[config.mk]
export PLATFORM = sky130hd
export DESIGN_NAME = apb_spi_xfer_ctrl
export DESIGN_NICKNAME = d
export VERILOG_FILES = /design/src/rtl/apb_spi_xfer_ctrl.sv
export SDC_FILE = /design/constraint.sdc
export NUM_CORES = 1
export LEC_CHECK = 0
export BUFFER_PORTS_ARGS = -buffer_cell sky130_fd_sc_hd__buf_2
export CORE_ASPECT_RATIO = 2
export CORE_MARGIN = 1
export CORE_UTILIZATION = 41
export CTS_CLUSTER_SIZE = 40
export DETAILED_ROUTE_END_ITERATION = 10
export HOLD_SLACK_MARGIN = 0.08
export PLACE_DENSITY = 0.82
export SYNTH_ARGS = -nofsm -noshare
export SYNTH_HDL_FRONTEND = slang
export SYNTH_SLANG_ARGS = --single-unit
[constraint.sdc]
create_clock -name pclk -period 1.9 [get_ports pclk]
set_input_delay 0.285 -clock pclk [delete_from_list [all_inputs] [get_ports pclk]]
set_output_delay 0.285 -clock pclk [all_outputs]
set_load 0.005 [all_outputs]
[src/rtl/apb_spi_xfer_ctrl.sv]
// APB-side sequencer for single SPI transfers: register file, four-phase req/ack
// handshake toward the SPI domain, watchdog, blocking wait states and interrupt.
module apb_spi_xfer_ctrl #(
  parameter int DATA_W  = 8,
  parameter int TIMEOUT = 255
) (
  input  logic              pclk,
  input  logic              preset,
  input  logic              psel,
  input  logic              penable,
  input  logic              pwrite,
  input  logic [3:0]        paddr,
  input  logic [31:0]       pwdata,
  output logic [31:0]       prdata,
  output logic              pready,
  output logic              pslverr,
  output logic              xfer_req,
  input  logic              xfer_ack,
  output logic [DATA_W-1:0] tx_data,
  input  logic [DATA_W-1:0] rx_data,
  output logic              irq
);

  localparam logic [3:0] ADDR_CTRL   = 4'h0;
  localparam logic [3:0] ADDR_TXDATA = 4'h4;
  localparam logic [3:0] ADDR_RXDATA = 4'h8;
  localparam logic [3:0] ADDR_STATUS = 4'hC;

  localparam int               CNT_W    = (TIMEOUT > 1) ? $clog2(TIMEOUT) : 1;
  localparam int               TMO_LAST = (TIMEOUT > 0) ? TIMEOUT - 1 : 0;
  localparam logic [CNT_W-1:0] CNT_LAST = CNT_W'(TMO_LAST);

  typedef enum logic [1:0] {
    S_IDLE,
    S_REQ,
    S_RELEASE,
    S_DONE
  } state_t;

  state_t              state;
  logic                ctrl_block;
  logic                ctrl_irq_en;
  logic                st_done;
  logic                st_tmo;
  logic [DATA_W-1:0]   rx_q;
  logic [CNT_W-1:0]    tmo_cnt;
  logic                blk_q;
  logic                abort_q;

  logic access;
  logic start;
  logic blk_wait;
  logic wr_en;
  logic busy_err;
  logic blk_err;
  logic tmo_hit;
  logic unused_pwdata;

  assign unused_pwdata = ^pwdata;

  assign access   = psel & penable;
  assign start    = access & pwrite & (paddr == ADDR_TXDATA) & (state == S_IDLE);
  // A blocking start must stall its own access, so the start term is combinational.
  assign blk_wait = (blk_q & (state != S_DONE)) | (start & ctrl_block);
  assign pready   = access & ~blk_wait;
  assign wr_en    = access & pwrite & pready;

  // The held blocking access reports the abort; any other TXDATA write while busy errors.
  assign busy_err = access & pwrite & (paddr == ADDR_TXDATA) & (state != S_IDLE) & ~blk_q;
  assign blk_err  = access & blk_q & (state == S_DONE) & abort_q;
  assign pslverr  = busy_err | blk_err;

  assign tmo_hit  = (TIMEOUT != 0) && (tmo_cnt == CNT_LAST);

  // NOTE: every path assigns a default first so no latch is inferred.
  always_comb begin
    prdata = '0;
    if (access && !pwrite) begin
      case (paddr)
        ADDR_CTRL:   prdata = {30'd0, ctrl_irq_en, ctrl_block};
        ADDR_RXDATA: prdata = 32'(rx_q);
        ADDR_STATUS: prdata = {29'd0, st_tmo, st_done, (state != S_IDLE)};
        default:     prdata = '0;
      endcase
    end
  end

  // NOTE: sequential state uses non-blocking assignments only; a later assignment
  // to the same flag in this block wins, which gives set priority over W1C.
  always_ff @(posedge pclk) begin
    if (preset) begin
      state       <= S_IDLE;
      ctrl_block  <= 1'b0;
      ctrl_irq_en <= 1'b0;
      st_done     <= 1'b0;
      st_tmo      <= 1'b0;
      rx_q        <= '0;
      tmo_cnt     <= '0;
      blk_q       <= 1'b0;
      abort_q     <= 1'b0;
      xfer_req    <= 1'b0;
      tx_data     <= '0;
      irq         <= 1'b0;
    end else begin
      irq <= ctrl_irq_en & (st_done | st_tmo);

      if (wr_en && paddr == ADDR_CTRL) begin
        {ctrl_irq_en, ctrl_block} <= pwdata[1:0];
      end
      if (wr_en && paddr == ADDR_STATUS) begin
        if (pwdata[1]) st_done <= 1'b0;
        if (pwdata[2]) st_tmo  <= 1'b0;
      end

      case (state)
        S_IDLE: begin
          if (start) begin
            tx_data  <= pwdata[DATA_W-1:0];
            xfer_req <= 1'b1;
            tmo_cnt  <= '0;
            blk_q    <= ctrl_block;
            state    <= S_REQ;
          end
        end
        S_REQ: begin
          if (xfer_ack) begin
            rx_q     <= rx_data;
            xfer_req <= 1'b0;
            tmo_cnt  <= '0;
            state    <= S_RELEASE;
          end else if (tmo_hit) begin
            xfer_req <= 1'b0;
            abort_q  <= 1'b1;
            state    <= S_DONE;
          end else if (TIMEOUT != 0) begin
            tmo_cnt <= tmo_cnt + CNT_W'(1);
          end
        end
        S_RELEASE: begin
          if (!xfer_ack) begin
            state <= S_DONE;
          end else if (tmo_hit) begin
            abort_q <= 1'b1;
            state   <= S_DONE;
          end else if (TIMEOUT != 0) begin
            tmo_cnt <= tmo_cnt + CNT_W'(1);
          end
        end
        S_DONE: begin
          if (abort_q) st_tmo  <= 1'b1;
          else         st_done <= 1'b1;
          abort_q <= 1'b0;
          blk_q   <= 1'b0;
          state   <= S_IDLE;
        end
        default: state <= S_IDLE;
      endcase
    end
  end

endmodule
==> results.yml, run 1 <==
clocking:
  cts_root_buf: "clkbuf_8"
  clk_latency_ns: 0.29
  cts_buffers: 5
  h-tree-depth: 2
  cts.clk_slew.worst_paths_ns: 0.07
  hold_buffers: 0
  cts_buffer_depth: 2
  cts_tree: "yes"
  cts_sinks: 34
finish:
  antennaDiodeCount: 0
  layout_commonest_cell: "buf_2"
  postLayoutCoreUtil: 0.543
  layout.cells.non_filler: 363
  drive_gt1_frac: 0.338
  final_cell_mix: "buf_2, dfxtp_1, nand2_1, conb_1, buf_4"
  area_growth_pct: 28.3
  finalNetCount: 365
power_and_ir_drop:
  powerDensity_nw_per_um2: 916
  p_leak_uw: 0.00110
  p_total_uw: 2260
  comb_power_share: 0.369
  switching_share: 0.331
  power.internal_uw: 1510
  ir_drop_mv: 0.448
  clkPwrFrac: 0.281
  switchingPower_uw: 748
  p_seq_frac: 0.351
route:
  wl_per_cell_um: 13.2
  routed_via_density: 5.25
  drt_wl_total_um: 4810
  vias: 1905
  drc_errors: 0
  drtIter0Drc: 64
  drt_pass1_iterations: 4
  route.antenna.remaining_nets: 0
timing:
  min_period_over_period: 1.01
  rsz0062_at_grt: "yes"
  finClkSkew_ns: 0.00980
  hold_violations: 0
  holdWs_ns: 0.230
  max_freq_ghz: 0.522
  fin_ws_ns: -0.0154
  min_period_ns: 1.92
  fin_tns_setup_ns: -0.0255
  setup_viol: 2
  slew_viol_final: 0
place:
  dp.cells: 350
  place.gp.congestion: 0.821
  dp_hpwl_um: 3440
  numPortBuffers: 45
synth:
  ys_seq_elements: 34
  synth_cell_types: 47
  synth_top_flop_cell: "dfxtp_1"
  avgSynthCellArea_um2: 7.99
  async_flop_share: 0
  synth-seq-area-share: 0.353
  synth_edf_count: 0
  synth_area_um2: 1930
  syn_inst: 241
  synth_warnings: 0
critical_path:
  worstPathRequired_ns: 1.62
  critical_path_arrival_ns: 1.63
  reg2regPathDepth: 6
  worstSetupPathType: "input port to output pin"
  end_kind: "output pin"
  worstSetupStartpointType: "input port"
  cp_max_fo: 3
status:
  status: "finished with violations"
  violations: "setup timing"
floorplan:
  initial_utilization: 0.423
  rows: 35
  die_w_um: 50.5
  design.core.area_um2: 4550
  dieArea_um2: 4990
  die_height_um: 98.9
  io_pins: 94
grt:
  antenna_found_initial: 0
  grt_max_degree: 20
  grt_pass1_wl_um: 7490
  first_global_vias: 1755
  track_usage: 0.194
  grt-ovfl-total: 0
hold_path:
  holdPathStages: 3
  hold_path_class: "input port to flip-flop"
flow_run:
  drv_cap: 0
-- worst max-delay path, stage by stage --
cell and delay, ns:
buf_6 0.09, or4b_4 0.55, or4_4 0.51, o21ai_1 0.08
buf_2 0.12
-- per-layer routing --
| layer | share of wire | vias up | GRT usage |
|---|---|---|---|
| li1 | - | 917 | - |
| met1 | 0.34 | 901 | 0.173 |
| met2 | 0.57 | 72 | 0.369 |
| met3 | 0.041 | 15 | 0.0340 |
| met4 | 0.044 | 0 | 0.132 |
| met5 | 0 | - | 0 |
-- cell usage after synthesis, drive strengths merged (2+ instances only) --
library cell | instances | area (um^2)
clkbuf | 6 | 22.5
nor2 | 21 | 78.8
or3 | 2 | 15.0
a21o | 2 | 15.0
nor3 | 6 | 30.0
nand3 | 13 | 65.1
nor2b | 3 | 18.8
a31oi | 5 | 31.3
a211oi | 3 | 22.5
a21oi | 23 | 115
or4 | 2 | 16.3
nand2 | 31 | 124
mux2i | 7 | 70.1
dfxtp | 34 | 681
buf | 28 | 208
a41oi | 2 | 17.5
o22ai | 2 | 12.5
o21ai | 8 | 55.1
and2 | 8 | 51.3
inv | 9 | 33.8
ha | 8 | 100
-- sequential cells by signal, summed over array words and instances, names as in the netlist --
signal       count
xfer_req         1
tx_data          8
st_done          1
state            2
st_tmo           1
tmo_cnt          8
ctrl_irq_en      1
rx_q             8
blk_q            1
ctrl_block       1
irq              1
abort_q          1
-- cell type report --
class / count / area (um^2)
Timing Repair Buffer: 70 / 429
Clock buffer: 8 / 110
Inverter: 9 / 36.3
Fill cell: 427 / 2080
Multi-Input combinational cell: 187 / 1140
Sequential cell: 34 / 686
Tap cell: 55 / 68.8
-- metrics by stage --
step,area (um^2),setup slack (ns)
CTS,2400,-0.00889
finish,2470,-0.0154
global placement,2230,-0.126
global route,2470,-0.0609
floorplan,2020,0.000148
detailed placement,2230,-0.183
-- power by group through the flow --
stage          sequential (uW)  combinational, uW  clock [uW]
6_report                   794                834         635
5_1_grt                    797                899         670
4_1_cts                    792                766         641
3_5_place_dp               796                697           0
3_3_place_gp               794                673           0
2_1_floorplan              794                454           0
-- path summary, 6_finish.rpt --
kind	start	to	slack, ns
worst max register to register	tmo_cnt[0]	tmo_cnt[0]	0.04
worst min-delay path	pwdata[6]	tx_data[6]	0.23
worst min register to register	tx_data[7]	tx_data[7]	0.45
worst max-delay path	paddr[1]	pslverr	-0.02
-- kinds of logic after synthesis --
family,synth area share
simple gates,0.240
other cells,0.00195
compound gates,0.179
buf+inv,0.137
fa+ha+maj,0.0520
mux,0.0364
flops,0.353
-- what timing repair did --
| item | in CTS | in global routing |
|---|---|---|
| gates cloned | 0 | 0 |
| hold endpoints to repair | 0 | 0 |
| resized for setup | 15 | 14 |
| endpoints found under the setup margin | 3 | 18 |
| pin swaps | 5 | 7 |
| setup buffers | 3 | 2 |
No activity file was read; power rests on OpenSTA's default activity.
==> run 2, diff against run 1 <==
--- a/config.mk
+++ b/config.mk
@@ -5,7 +5,7 @@
 export SDC_FILE = /design/constraint.sdc
 export NUM_CORES = 1
 export LEC_CHECK = 0
-export BUFFER_PORTS_ARGS = -buffer_cell sky130_fd_sc_hd__buf_2
+export BUFFER_PORTS_ARGS = -buffer_cell sky130_fd_sc_hd__buf_4
 export CORE_ASPECT_RATIO = 2
 export CORE_MARGIN = 1
 export CORE_UTILIZATION = 41
==> results.yml, run 2 (synthesized netlist as in run 1, its figures left out) <==
critical_path:
  worstSetupPathType: "input port to output pin"
  worstSetupStartpointType: "input port"
  critPathMaxStageDelay_ns: 0.54
  crit_buf_inv: 4
  end_kind: "output pin"
  cpMaxStageDelayCell: "or4b_4"
  cp_max_fo: 2
  cp_cell_sequence: "buf_6, or4b_4, buf_6, or3_4, inv_4, a21oi_2, buf_4"
  crit_family: "simple AND/OR/NAND/NOR gates"
  critical_path_arrival_ns: 1.68
  worstPathRequired_ns: 1.62
  crit_top_cell: "buf_6"
route:
  vias: 1932
  wl_per_cell_um: 13.8
  routed_via_density: 5.32
  route.antenna.remaining_nets: 0
  drt_wl_total_um: 5000
  drt_pass1_iterations: 4
  drtIter0Drc: 38
  drc_errors: 0
timing:
  slew_viol_final: 0
  setup_viol: 1
  finClkSkew_ns: 0.00732
  max_freq_ghz: 0.509
  fin_tns_setup_ns: -0.0646
  fin_ws_ns: -0.0646
  min_period_ns: 1.96
  hold_violations: 0
  min_period_over_period: 1.03
  rsz0062_at_grt: "yes"
grt:
  track_usage: 0.208
  antenna_found_initial: 0
  grt_max_degree: 36
  first_global_vias: 1873
  grt-ovfl-total: 0
  grt_pass1_wl_um: 7870
power_and_ir_drop:
  p_seq_frac: 0.357
  comb_power_share: 0.362
  ir_drop_mv: 0.581
  powerDensity_nw_per_um2: 863
  switching_share: 0.324
  p_total_uw: 2220
  clkPwrFrac: 0.281
  power.internal_uw: 1500
  switchingPower_uw: 718
  p_leak_uw: 0.00112
finish:
  largest_registers: "rx_q (8), tmo_cnt (8), tx_data (8)"
  layout_commonest_cell: "buf_4"
  antennaDiodeCount: 0
  finalNetCount: 365
  drive_gt1_frac: 0.334
  fillers: 417
  area_growth_pct: 33.3
  final_cell_mix: "buf_4, dfxtp_1, nand2_1, conb_1, a21oi_1"
clocking:
  cts_sinks: 34
  cts_root_buf: "clkbuf_8"
  cts_buffers: 5
  cts_tree: "yes"
  cts.clk_slew.worst_paths_ns: 0.06
  clk_latency_ns: 0.28
  cts_buffer_depth: 2
  h-tree-depth: 2
floorplan:
  design.core.area_um2: 4550
  die_w_um: 50.5
  rows: 35
  io_pins: 94
  dieArea_um2: 4990
  die_height_um: 98.9
  initial_utilization: 0.423
place:
  dp_slack_ns: -0.166
  dp_hpwl_um: 3620
  place.gp.congestion: 0.853
  numPortBuffers: 45
status:
  status: "finished with violations"
  violations: "setup timing"
flow_run:
  drv_cap: 0
hold_path:
  hold_path_class: "input port to flip-flop"
## run 2: cell counts in the layout (fill, tap and decap cells not counted)
No cell type changed its count.
## run 2: worst register-to-register path, delay by kind of cell, from the launching register on
family | cells | cell delay (ns)
buffers and inverters | 2 | 0.19
adder cells (fa/ha/maj) | 1 | 0.20
flip-flops | 1 | 0.34
AND/OR/NAND/NOR | 4 | 0.87
AO/OA/AOI/OAI | 1 | 0.12
## run 2: power by group through the flow
stage	logic, uW	registers (uW)	clock network [uW]
global route	861	797	664
detailed placement	717	795	0
finish	801	791	624
CTS	772	785	626
global placement	700	792	0
floorplan	454	794	0
## run 2: path summary, 6_finish.rpt
path / start / end / slack (ns) / cells past startpoint
max: paddr[1] / pready / -0.06 / 7
min: pwdata[4] / tx_data[4] / 0.25 / 3
max reg2reg: state[0] / tmo_cnt[0] / 0.11 / 8
min reg2reg: rx_q[7] / rx_q[7] / 0.45 / 2
## run 2: cell type report
type | instances | area, um^2 | area share
sequential | 34 | 686 | 0.267
multi-input combinational | 187 | 1120 | 0.437
timing repair buffer | 70 | 541 | 0.211
clock buffer | 8 | 110 | 0.0429
inverter | 9 | 38.8 | 0.0151
tap | 55 | 68.8 | 0.0268
## run 2: what timing repair did
action / CTS / global route
setup buffers: 5 / 0
gates resized for setup: 15 / 13
hold buffers: 0 / 0
setup endpoints to repair: 2 / 17
pin swaps: 3 / 6
## run 2: stage by stage
| stage | hold WS [ns] | utilization | instance area [um^2] | cells |
|---|---|---|---|---|
| after floorplan | 0.421 | - | 2020 | 264 |
| after global placement | 0.439 | 0.516 | 2350 | 351 |
| after detailed placement | 0.445 | 0.516 | 2350 | 351 |
| after CTS | 0.249 | 0.556 | 2530 | 364 |
| after global routing | 0.256 | 0.563 | 2570 | 363 |
| final | 0.252 | 0.563 | 2570 | 363 |
## run 2: routing by layer
metal / vias up / track usage / part of all wire
li1: 918 / - / -
met1: 912 / 0.171 / 0.31
met2: 76 / 0.408 / 0.59
met3: 26 / 0.0324 / 0.039
met4: 0 / 0.156 / 0.065
met5: - / 0 / 0
==> run 3, diff against run 2 <==
--- a/config.mk
+++ b/config.mk
@@ -6,13 +6,15 @@
 export NUM_CORES = 1
 export LEC_CHECK = 0
 export BUFFER_PORTS_ARGS = -buffer_cell sky130_fd_sc_hd__buf_4
+export CELL_PAD_IN_SITES_DETAIL_PLACEMENT = 2
+export CELL_PAD_IN_SITES_GLOBAL_PLACEMENT = 2
 export CORE_ASPECT_RATIO = 2
 export CORE_MARGIN = 1
-export CORE_UTILIZATION = 41
+export CORE_UTILIZATION = 22
 export CTS_CLUSTER_SIZE = 40
 export DETAILED_ROUTE_END_ITERATION = 10
 export HOLD_SLACK_MARGIN = 0.08
-export PLACE_DENSITY = 0.82
+export PLACE_DENSITY = 0.83
 export SYNTH_ARGS = -nofsm -noshare
 export SYNTH_HDL_FRONTEND = slang
 export SYNTH_SLANG_ARGS = --single-unit
==> results.yml, run 3 (synthesized netlist as in run 1, its figures left out) <==
timing:
  min_period_ns: 1.95
  setup_viol: 1
  hold_violations: 0
  min_period_over_period: 1.03
  max_freq_ghz: 0.513
  holdWs_ns: 0.245
  finClkSkew_ns: 0.00708
  slew_viol_final: 0
  rsz0062_at_grt: "yes"
  fin_ws_ns: -0.0475
clocking:
  cts_buffer_depth: 2
  cts_buffers: 5
  clk_latency_ns: 0.29
  cts_root_buf: "clkbuf_16"
  hold_buffers: 0
  cts.clk_slew.worst_paths_ns: 0.05
  h-tree-depth: 2
  cts_tree: "yes"
  cts_sinks: 34
finish:
  finalNetCount: 369
  area_growth_pct: 40.6
  antennaDiodeCount: 0
  layout_commonest_cell: "buf_4"
  fillers: 993
  postLayoutCoreUtil: 0.317
  drive_gt1_frac: 0.337
  largest_registers: "rx_q (8), tmo_cnt (8), tx_data (8)"
  final_cell_mix: "buf_4, dfxtp_1, nand2_1, conb_1, a21oi_1"
grt:
  first_global_vias: 2146
  antenna_found_initial: 0
  grt_pass1_wl_um: 10600
  track_usage: 0.160
  grt-ovfl-total: 0
  grt_max_degree: 36
hold_path:
  holdPathEnd: "tx_data[7]"
  min_from: "pwdata[7]"
  hold_path_class: "input port to flip-flop"
  holdPathStages: 3
power_and_ir_drop:
  power.internal_uw: 1810
  powerDensity_nw_per_um2: 980
  p_seq_frac: 0.298
  clkPwrFrac: 0.350
  switching_share: 0.320
  comb_power_share: 0.352
  ir_drop_mv: 0.376
  p_leak_uw: 0.00116
  switchingPower_uw: 848
route:
  drt_wl_total_um: 7100
  drc_errors: 1
  drtIter0Drc: 69
  drt_pass1_iterations: 9
  wl_per_cell_um: 17.2
  routed_via_density: 4.74
  route.antenna.remaining_nets: 0
  vias: 1954
critical_path:
  timing.rr.start: "state[1]"
  cp_max_fo: 3
  cp_cell_sequence: "buf_6, or4b_4, or4_4, o21ai_2, buf_4"
  crit_family: "simple AND/OR/NAND/NOR gates"
  crit_buf_inv: 2
  worstSetupStartpointType: "input port"
  rr_endpoint: "tmo_cnt[0]"
  end_kind: "output pin"
  critPathMaxStageDelay_ns: 0.55
  worstSetupPathType: "input port to output pin"
  critical_path_arrival_ns: 1.66
  worstPathRequired_ns: 1.62
  reg2regPathDepth: 7
  cpMaxStageDelayCell: "or4b_4"
  r2r_slack_ns: 0.04
floorplan:
  die_height_um: 134
  io_pins: 94
  rows: 48
  design.core.area_um2: 8530
  die_w_um: 68.2
  initial_utilization: 0.226
  dieArea_um2: 9150
place:
  place.gp.congestion: 0.830
  dp_hpwl_um: 4960
  numPortBuffers: 45
status:
  violations: "DRC, setup timing"
  status: "finished with violations"
flow_run:
  drv_cap: 0
==> run 3: cell count changes in the layout (fill, tap and decap cells not counted), sizes merged <==
cell | before | now
buf | 70 | 74
bufinv | 0 | 1
clkbuf | 8 | 7
==> run 3: how the worst max path moves through the flow <==
stage / endpoint / start / cells after the start
5_1_grt: pslverr / paddr[0] / 5
6_report: pslverr / paddr[0] / 5
2_1_floorplan: pslverr / paddr[3] / 4
4_1_cts: pslverr / paddr[1] / 5
3_3_place_gp: pslverr / paddr[1] / 5
3_5_place_dp: pslverr / paddr[1] / 5
==> run 3: final cells by class <==
type                    instances  area (um^2)  area share
clock inverters                 1         30.0      0.0111
multi-input cells             187         1130       0.417
clock buffers                   7          133      0.0490
flip-flops and latches         34          686       0.253
repair buffers                 74          567       0.209
inverters                       9         38.8      0.0143
well taps                     100          125      0.0462
==> run 3: metal layers <==
| metal | up-vias | global-route usage | part of all wire |
|---|---|---|---|
| met5 | - | 0 | 0 |
| met4 | 0 | 0.111 | 0.042 |
| met3 | 13 | 0.0213 | 0.027 |
| met2 | 56 | 0.314 | 0.61 |
| met1 | 960 | 0.133 | 0.32 |
| li1 | 925 | - | - |
==> run 3: power by group through the flow <==
stage | Clock, uW | Combinational (uW) | Sequential (uW)
finish | 929 | 934 | 791
detailed placement | 0 | 767 | 797
global placement | 0 | 724 | 793
floorplan | 0 | 454 | 794
CTS | 957 | 866 | 782
global route | 980 | 1010 | 795
==> run 3: what timing repair did <==
| action | in CTS | in global routing |
|---|---|---|
| cloned | 0 | 0 |
| pin swaps | 3 | 2 |
| endpoints found under the setup margin | 9 | 15 |
| hold endpoints to repair | 0 | 0 |
| setup buffers | 4 | 3 |
| resized for setup | 15 | 14 |
==> run 3: worst reg2reg max path, delay by kind of cell, from the launching register on <==
family / cells / cell delay [ns]
AND/OR/NAND/NOR: 4 / 0.93
flip-flops: 1 / 0.35
adder cells (fa/ha/maj): 1 / 0.22
buffers and inverters: 1 / 0.15
AO/OA/AOI/OAI: 1 / 0.14
==> run 3: per-stage QoR <==
step,setup TNS [ns],worst slack [ns],cells,instance area [um^2],power (uW)
floorplan,0,0.000148,264,2020,1250
global placement,-0.829,-0.168,397,2410,1520
detailed placement,-1.86,-0.244,397,2410,1560
CTS,-0.0400,-0.0273,409,2650,2600
global route,-0.263,-0.0800,412,2710,2780
finish,-0.0475,-0.0475,412,2710,2650
